File: config.mk
export PLATFORM = sky130hd
export DESIGN_NAME = ps2_frame_receiver
export DESIGN_NICKNAME = d
export VERILOG_FILES = /design/src/rtl/ps2_pkg.sv /design/src/rtl/ps2_sync_filter.sv /design/src/rtl/ps2_frame_receiver.sv
export SDC_FILE = /design/constraint.sdc
export NUM_CORES = 1
export LEC_CHECK = 0
export BUFFER_PORTS_ARGS = -buffer_cell sky130_fd_sc_hd__buf_2
export CAP_MARGIN = 10
export CORE_ASPECT_RATIO = 1.4
export CORE_MARGIN = 1.5
export CORE_UTILIZATION = 50
export CTS_CLUSTER_SIZE = 40
export DETAILED_ROUTE_END_ITERATION = 8
export PLACE_DENSITY = 0.67
export SLEW_MARGIN = 20
export SYNTH_ARGS = -nofsm -noshare
export SYNTH_HDL_FRONTEND = slang
export SYNTH_SLANG_ARGS = --single-unit
File: constraint.sdc
create_clock -name clk -period 2.9 [get_ports clk]
set_input_delay 0 -clock clk [delete_from_list [all_inputs] [get_ports clk]]
set_output_delay 0 -clock clk [all_outputs]
set_load 0.01 [all_outputs]
File: src/rtl/ps2_pkg.sv
// Shared types and constants for the PS/2 frame receiver.
package ps2_pkg;

  typedef enum logic [1:0] {
    ST_IDLE,
    ST_DATA,
    ST_PARITY,
    ST_STOP
  } state_e;

  localparam logic [1:0] ERR_PARITY   = 2'd0;
  localparam logic [1:0] ERR_STOP     = 2'd1;
  localparam logic [1:0] ERR_TIMEOUT  = 2'd2;
  localparam logic [1:0] ERR_OVERFLOW = 2'd3;

  localparam int DATA_BITS = 8;

endpackage

File: src/rtl/ps2_sync_filter.sv
// Synchroniser plus run-length glitch filter for one asynchronous PS/2 pin.
// The filtered level changes only after FILTER_LEN consecutive synchronised
// samples disagree with it; rise/fall pulse in the first cycle of the new level.
module ps2_sync_filter #(
  parameter int SYNC_STAGES = 2,
  parameter int FILTER_LEN  = 4
) (
  input  logic clk,
  input  logic rst,
  input  logic pin_i,
  output logic level_o,
  output logic rise_o,
  output logic fall_o
);

  localparam int CNT_W = (FILTER_LEN > 1) ? $clog2(FILTER_LEN) : 1;

  logic [SYNC_STAGES-1:0] sync_q;
  logic [CNT_W-1:0]       cnt_q;
  logic                   level_q;
  logic                   rise_q;
  logic                   fall_q;
  logic                   sample;

  assign sample  = sync_q[SYNC_STAGES-1];
  assign level_o = level_q;
  assign rise_o  = rise_q;
  assign fall_o  = fall_q;

  // Flop chain; resets to the idle-high pin level.
  always_ff @(posedge clk) begin
    if (rst) sync_q <= '1;
    else     sync_q <= {sync_q[SYNC_STAGES-2:0], pin_i};
  end

  // Count disagreeing samples; flip the level once the run is long enough.
  always_ff @(posedge clk) begin
    if (rst) begin
      level_q <= 1'b1;
      cnt_q   <= '0;
      rise_q  <= 1'b0;
      fall_q  <= 1'b0;
    end else begin
      rise_q <= 1'b0;
      fall_q <= 1'b0;
      if (sample != level_q) begin
        if (cnt_q == CNT_W'(FILTER_LEN - 1)) begin
          level_q <= sample;
          cnt_q   <= '0;
          rise_q  <= sample;
          fall_q  <= ~sample;
        end else begin
          cnt_q <= cnt_q + 1'b1;
        end
      end else begin
        cnt_q <= '0;
      end
    end
  end

endmodule

File: src/rtl/ps2_frame_receiver.sv
// PS/2 device-to-host frame receiver: conditioned pins, frame FSM with
// start/parity/stop checks and timeout, show-ahead output FIFO, coded errors.
module ps2_frame_receiver
  import ps2_pkg::*;
#(
  parameter int SYNC_STAGES    = 2,
  parameter int FILTER_LEN     = 4,
  parameter int TIMEOUT_CYCLES = 2000,
  parameter int FIFO_DEPTH     = 4
) (
  input  logic                 clk,
  input  logic                 rst,
  input  logic                 ps2_clk,
  input  logic                 ps2_data,
  output logic [DATA_BITS-1:0] out_data,
  output logic                 out_valid,
  input  logic                 out_ready,
  output logic                 err_strb,
  output logic [1:0]           err_code
);

  localparam int PTR_W = $clog2(FIFO_DEPTH);
  localparam int TMO_W = $clog2(TIMEOUT_CYCLES);

  logic clk_level, clk_rise, fall;
  logic d_level, d_rise, d_fall;
  logic unused_w;

  ps2_sync_filter #(.SYNC_STAGES(SYNC_STAGES), .FILTER_LEN(FILTER_LEN)) u_clk_filt (
    .clk(clk), .rst(rst), .pin_i(ps2_clk),
    .level_o(clk_level), .rise_o(clk_rise), .fall_o(fall)
  );

  ps2_sync_filter #(.SYNC_STAGES(SYNC_STAGES), .FILTER_LEN(1)) u_data_filt (
    .clk(clk), .rst(rst), .pin_i(ps2_data),
    .level_o(d_level), .rise_o(d_rise), .fall_o(d_fall)
  );

  assign unused_w = ^{clk_level, clk_rise, d_rise, d_fall};

  state_e               state_q;
  logic [DATA_BITS-1:0] shreg_q;
  logic [2:0]           bitcnt_q;
  logic                 par_acc_q;
  logic                 par_q;
  logic [TMO_W-1:0]     tmo_q;

  logic [DATA_BITS-1:0] mem_q [FIFO_DEPTH];
  logic [PTR_W-1:0]     wr_ptr_q, rd_ptr_q;
  logic [PTR_W:0]       count_q;

  logic full, frame_ok, pop, push, overflow;

  // Frame completion and FIFO handshake decode.
  assign full      = (count_q == (PTR_W+1)'(FIFO_DEPTH));
  assign out_valid = (count_q != '0);
  assign out_data  = out_valid ? mem_q[rd_ptr_q] : '0;
  assign frame_ok  = fall && (state_q == ST_STOP) && d_level && (par_acc_q ^ par_q);
  assign pop       = out_valid && out_ready;
  assign push      = frame_ok && (!full || pop);
  assign overflow  = frame_ok && full && !pop;

  // Frame FSM, timeout counter and registered error pulse.
  always_ff @(posedge clk) begin
    if (rst) begin
      state_q  <= ST_IDLE;
      bitcnt_q <= '0;
      tmo_q    <= '0;
      err_strb <= 1'b0;
      err_code <= ERR_PARITY;
    end else begin
      err_strb <= 1'b0;
      case (state_q)
        ST_IDLE: begin
          tmo_q <= '0;
          if (fall && !d_level) begin
            state_q   <= ST_DATA;
            bitcnt_q  <= '0;
            par_acc_q <= 1'b0;
          end
        end
        default: begin
          if (fall) begin
            tmo_q <= '0;
            case (state_q)
              ST_DATA: begin
                shreg_q   <= {d_level, shreg_q[DATA_BITS-1:1]};
                par_acc_q <= par_acc_q ^ d_level;
                bitcnt_q  <= bitcnt_q + 1'b1;
                if (bitcnt_q == 3'(DATA_BITS - 1)) state_q <= ST_PARITY;
              end
              ST_PARITY: begin
                par_q   <= d_level;
                state_q <= ST_STOP;
              end
              default: begin
                state_q <= ST_IDLE;
                if (!d_level) begin
                  err_strb <= 1'b1;
                  err_code <= ERR_STOP;
                end else if (!(par_acc_q ^ par_q)) begin
                  err_strb <= 1'b1;
                  err_code <= ERR_PARITY;
                end else if (overflow) begin
                  err_strb <= 1'b1;
                  err_code <= ERR_OVERFLOW;
                end
              end
            endcase
          end else if (tmo_q == TMO_W'(TIMEOUT_CYCLES - 2)) begin
            // The counter reaches TIMEOUT_CYCLES-1 at this edge: abort.
            state_q  <= ST_IDLE;
            tmo_q    <= '0;
            err_strb <= 1'b1;
            err_code <= ERR_TIMEOUT;
          end else begin
            tmo_q <= tmo_q + 1'b1;
          end
        end
      endcase
    end
  end

  // FIFO storage; contents need no reset since out_data is gated by occupancy.
  always_ff @(posedge clk) begin
    if (push) mem_q[wr_ptr_q] <= shreg_q;
  end

  // FIFO pointers and occupancy.
  always_ff @(posedge clk) begin
    if (rst) begin
      wr_ptr_q <= '0;
      rd_ptr_q <= '0;
      count_q  <= '0;
    end else begin
      if (push) wr_ptr_q <= wr_ptr_q + 1'b1;
      if (pop)  rd_ptr_q <= rd_ptr_q + 1'b1;
      case ({push, pop})
        2'b10:   count_q <= count_q + 1'b1;
        2'b01:   count_q <= count_q - 1'b1;
        default: count_q <= count_q;
      endcase
    end
  end

endmodule

==> results of run 1 <==
[flip-flops by register name, indices dropped and copies added, names as in the netlist, 3 cells and up, named ones only]
register  count
mem_q        32
shreg_q       8
bitcnt_q      3
tmo_q        11
count_q       3
[worst max-delay path, cell delays in order (launching register included)]
cell,delay [ps]
dfxtp_1,340
or4b_1,580
nor4bb_1,170
inv_1,50
ha_1,160
inv_1,60
fa_1,360
xor2_1,160
or3_1,310
a21oi_1,140
[logic make-up (layout without fill, tap and decap cells)]
logic type,count (synthesis),in the layout,synth area share [%]
adder cells (fa/ha/maj),15,15,5.92
AO/OA/AOI/OAI,16,16,3.72
AND/OR/NAND/NOR,90,90,14.5
multiplexers,14,14,7.48
buffers and inverters,21,50,2.39
flip-flops,80,80,61.3
XOR/XNOR,17,17,4.52
other,1,1,0.114
[path summary, 6_finish.rpt]
kind                   startpoint                    to  slack, ps  depth (start not counted)
max reg2reg            count_q[0]            count_q[2]        510                          9
min reg2reg  u_clk_filt.sync_q[0]  u_clk_filt.sync_q[1]        410                          1
max                    count_q[0]            count_q[2]        510                          9
min                           rst            count_q[0]         70                          2
[per-layer routing]
| metal | vias up | global-route usage (%) |
|---|---|---|
| met4 | 0 | 8.85 |
| li1 | 948 | - |
| met3 | 12 | 4.09 |
| met2 | 42 | 26.4 |
| met1 | 882 | 19.3 |
| met5 | - | 0 |
[metrics by stage]
| step | setup WS, ps | hold slack [ps] |
|---|---|---|
| after CTS | 480 | 57.6 |
| after global routing | 327 | 80.5 |
| after detailed placement | 509 | 187 |
| final | 514 | 66.0 |
| after floorplan | 506 | 104 |
| after global placement | 573 | 185 |
[power by group]
part | switching, mW | total (mW) | leakage [nW] | internal, mW
Sequential | 0.00154 | 1.18 | 0.685 | 1.18
Clock | 0.408 | 0.809 | 0.0945 | 0.401
Combinational | 0.0108 | 0.0186 | 0.542 | 0.00783
Total | 0.420 | 2.01 | 1.32 | 1.59
[cells in the mapped netlist, types with 2 or more instances]
| cell type | number | area share, % |
|---|---|---|
| edfxtp_1 | 42 | 38 |
| nor2b_1 | 3 | 0.57 |
| inv_1 | 12 | 1.4 |
| or2_2 | 5 | 0.95 |
| and4_1 | 3 | 0.80 |
| nand2_1 | 13 | 1.5 |
| xnor2_1 | 5 | 1.3 |
| nand4b_1 | 2 | 0.53 |
| nor4bb_1 | 2 | 0.61 |
| and3_1 | 2 | 0.38 |
| mux4_2 | 8 | 5.5 |
| nand3_1 | 7 | 1.1 |
| nand4_1 | 4 | 0.76 |
| or3_1 | 3 | 0.57 |
| o21ai_0 | 3 | 0.46 |
| mux2i_1 | 4 | 1.2 |
| clkbuf_1 | 9 | 1.0 |
| a21oi_1 | 5 | 0.76 |
| xor2_1 | 12 | 3.2 |
| nor2_1 | 29 | 3.3 |
| ha_1 | 14 | 5.3 |
| dfxtp_1 | 38 | 23 |
| and2_1 | 13 | 2.5 |
[area by class of cell]
class,count,area [um^2]
Timing Repair Buffer,22,130
Sequential cell,80,2020
Multi-Input combinational cell,153,1200
Tap cell,72,90.1
Inverter,12,45.0
Fill cell,538,2620
Clock buffer,10,128
Clock inverter,6,67.6
[timing repair]
action                                 CTS  global route
endpoints found under the hold margin    2             0
buffers inserted                         0             0
hold buffers                             2             0
==> impl_metrics.ini, run 1 <==
[power_and_ir_drop]
total_power_mw = 2.01
power.density_mw_per_mm2 = 547
p_leak_nw = 1.32
ir_drop_uv = 310

[final_layout]
syn_to_final_growth_pct = 11.6
antennaDiodeCount = 0
design_area_mm2 = 0.00368
most-common-layout-cells = edfxtp_1, dfxtp_1, nor2_1, buf_2, ha_1
layout.cells.non_filler = 355
drive_gt1_share_pct = 18.0
layout_commonest_cell = edfxtp_1
nets = 298
fin_util_pct = 58.4

[routing]
wire_per_inst_um = 14.4
vias_per_cell = 5.31
dr.pass1.iters = 6
drt_iter0_drc = 92
top_layer = met4
num_vias = 1884
drt-met1-wl_um = 2270
drt_wl_total_um = 5110
drtAntennaViolNets = 0
drc = 3
routed-wl-met2_um = 2520
wl_met3_um = 192

[yosys]
synth_area_mm2 = 0.00330
synthesis.nets = 274
syn-instance-count = 254
synth-edff-count = 42
ys_warn_count = 0
ys_async_sr_fraction_pct = 0
synthFlopType = edfxtp_1
ys_types = 39
synth_area_per_cell_um2 = 13.0
yosysSeqAreaShare_pct = 61.3
synth-seq-cells = 80

[place]
dp.cells = 337
port_buffers = 16
dp_hpwl_um = 3350
placed_area_mm2 = 0.00346
place.gp.congestion = 0.750

[floorplanning]
die_h_um = 99.1
start_util_pct = 52.4
die_area_mm2 = 0.00710
num_io_pins = 17
floorplan.rows = 34
fp.dieW_um = 71.6
coreArea_mm2 = 0.00630

[global_route]
grt_first_pass_wirelength_um = 8640
grt.total_usage_pct = 16.1
antenna_found_initial = 0
grt-ovfl-total = 0
grt_pass1_vias = 1786
grt_max_degree = 25

[clocking]
htreeDepth = 3
cts_tree = yes
clkTransAtPathRegs_ps = 80
cts_sinks = 80
cts_made_buffers = 9
clockBufferDepth = 2
clock_latency_ps = 350
post_cts_resize_count = 0
ctsRootBufferMaster = clkbuf_8

[sta]
clock_skew_ps = 14.7
finalCritPeriodShare_pct = 82.3
slew_viol_final = 0
fmax_mhz = 419
hold_violations = 0
fin_crit_ps = 2390
tightest_slew_ps = 591
tns_ps = 0
relSlewSlack_pct = 60.4
final-setup-viol-count = 0
rsz0062_at_grt = no

[run]
drv_cap = 0

[critical_path]
required_ps = 3180
cp_max_fo = 4
crit_type = register to register
cp.arrival_ps = 2670
critPathCaptureType = register
cp-start-kind = register

[run_status]
violations = design-rule violations
status = complete, but fails checks

[min_path]
hold_path.class = input port to register
No activity file was read; power rests on OpenSTA's default activity.
==> inputs of run 2 (changes only) <==
ABC_AREA = 1   (was default)
clock period = 2.4 ns   (was 2.9 ns; I/O delays follow)
==> impl_metrics.ini, run 2 <==
[clocking]
htreeDepth = 3
clockBufferDepth = 2
clkTransAtPathRegs_ps = 90
cts_made_buffers = 9
clock_latency_ps = 350
cts_sinks = 80
cts_tree = yes
ctsRootBufferMaster = clkbuf_8

[sta]
hold_violations = 0
fin_crit_ps = 2130
tightest_slew_ps = 623
rsz0062_at_grt = no
final-setup-viol-count = 0
hold_ws_ps = 29.9
finalCritPeriodShare_pct = 88.7
relSlewSlack_pct = 58.4
clock_skew_ps = 9.25
fmax_mhz = 470
tns_ps = 0
slew_viol_final = 0

[yosys]
synth_area_leaders = edfxtp_1, dfxtp_1, nor2_1
synthFlopType = edfxtp_1
ys_async_sr_fraction_pct = 0
synthesis.nets = 365
synth_area_mm2 = 0.00337
yosysSeqAreaShare_pct = 60.1
synth_area_per_cell_um2 = 9.76
syn-instance-count = 345
synth-seq-cells = 80
synth_top_cell_area_share_pct = 37.5
yosysMostFrequentCell = nor2_1
ys_types = 33
synth-edff-count = 42
yosysTopAreaCell = edfxtp_1
ys_warn_count = 0
ys_top_cells_by_count = nor2_1, edfxtp_1, inv_1, dfxtp_1, nand2_1

[power_and_ir_drop]
power.density_mw_per_mm2 = 700
total_power_mw = 2.65
p_seq_share_pct = 55.6
p_switching_mw = 0.643
ir_drop_uv = 458
p_clk_share_pct = 37.2
p_leak_nw = 1.51
p_int_mw = 2.01
combPwrFrac_pct = 7.3
swShare_pct = 24.3

[min_path]
hold_path.class = input port to register

[floorplanning]
floorplan.rows = 35
num_io_pins = 17
coreArea_mm2 = 0.00657
fp.dieW_um = 72.4
start_util_pct = 51.3
die_h_um = 100
die_area_mm2 = 0.00724

[critical_path]
crit_type = register to register
required_ps = 2650
rrSetupSlack_ps = 270
critPathCaptureType = register
cp_max_fo = 7
cp-start-kind = register
cp.arrival_ps = 2380

[final_layout]
seq_area_mm2 = 0.00202
regMostFlops = mem_q
most-common-layout-cells = nor2_1, edfxtp_1, inv_1, dfxtp_1, nand2_1
drive_gt1_share_pct = 15.3
design_area_mm2 = 0.00378
largest_reg_flops = 32
reg.largest.list = mem_q: 32 flops, tmo_q: 11 flops, shreg_q: 8 flops
n_fill_cell = 580
layout_commonest_cell = nor2_1
multi_input_area_mm2 = 0.00114
antennaDiodeCount = 0
nets = 394
layout.cells.non_filler = 453
syn_to_final_growth_pct = 12.4

[run]
drv_cap = 0

[routing]
drt_wl_total_um = 5390
drc = 0
drt_iter0_drc = 96
wire_per_inst_um = 11.9
vias_per_cell = 5.02
drtAntennaViolNets = 0
num_vias = 2276
dr.pass1.iters = 4

[global_route]
grt_pass1_vias = 2134
antenna_found_initial = 0
grt-ovfl-total = 0
grt.total_usage_pct = 17.0
grt_max_degree = 18
grt_first_pass_wirelength_um = 9220

[place]
placed_area_mm2 = 0.00355
dp.cells = 434
port_buffers = 16
dp_hpwl_um = 3670
place.gp.congestion = 0.770

[run_status]
status = finished clean
run 2: through the flow:
stage               util (%)  setup WS [ps]
finish                  57.6            271
CTS                     57.6            193
global route            57.6           57.1
floorplan                  -            398
detailed placement      54.1            203
global placement        54.1            293
run 2: repair_timing:
item | CTS | global route
gates resized for setup | 0 | 1
hold buffers | 3 | 0
endpoints found under the hold margin | 4 | 0
setup endpoints to repair | 0 | 1
setup buffers | 0 | 0
run 2: kinds of logic after synthesis:
group,share of synthesized area (%)
XOR/XNOR,0.520
other,0.111
AO/OA/AOI/OAI,9.18
flip-flops,60.1
adder cells (fa/ha/maj),5.80
buffers and inverters,5.95
AND/OR/NAND/NOR,18.4
run 2: power by group through the flow:
stage                     sequential, mW  combinational (mW)  clock, mW
after floorplan                     1.49               0.137          0
after global routing                1.48               0.226       1.08
after global placement              1.50               0.189          0
final                               1.47               0.193      0.984
after CTS                           1.47               0.196       1.01
after detailed placement            1.50               0.192          0
run 2: metal layers:
metal  up-vias  GRT usage (%)  routed length, um
li1       1184              -                  -
met4         0           9.14                127
met2        28           30.9               2790
met1      1054           17.9               2320
met5         -              0                  0
met3        10           3.92                154
run 2: final timing paths:
path / start / to / cells past startpoint
setup / recovery: par_acc_q / count_q[2] / 13
hold / removal: out_ready / rd_ptr_q[0] / 4
hold reg to reg: u_data_filt.sync_q[0] / u_data_filt.sync_q[1] / 1
setup reg to reg: par_acc_q / count_q[2] / 13
run 2: area by class of cell:
class | count | area share, %
sequential | 80 | 53.4
multi-input combinational | 214 | 30.2
timing repair buffer | 26 | 4.30
inverter | 43 | 4.26
clock buffer | 9 | 3.27
tap | 74 | 2.45
clock inverter | 7 | 2.05
run 2: worst max-delay path, stage by stage (launching register included):
cell	delay (ps)
edfxtp_1	390
inv_1	100
nand2_1	60
and2_1	160
nand4_1	70
nor2_1	60
inv_2	100
ha_1	150
inv_1	60
fa_1	380
a21oi_1	160
o21ai_0	120
o21ai_0	160
a21oi_1	60
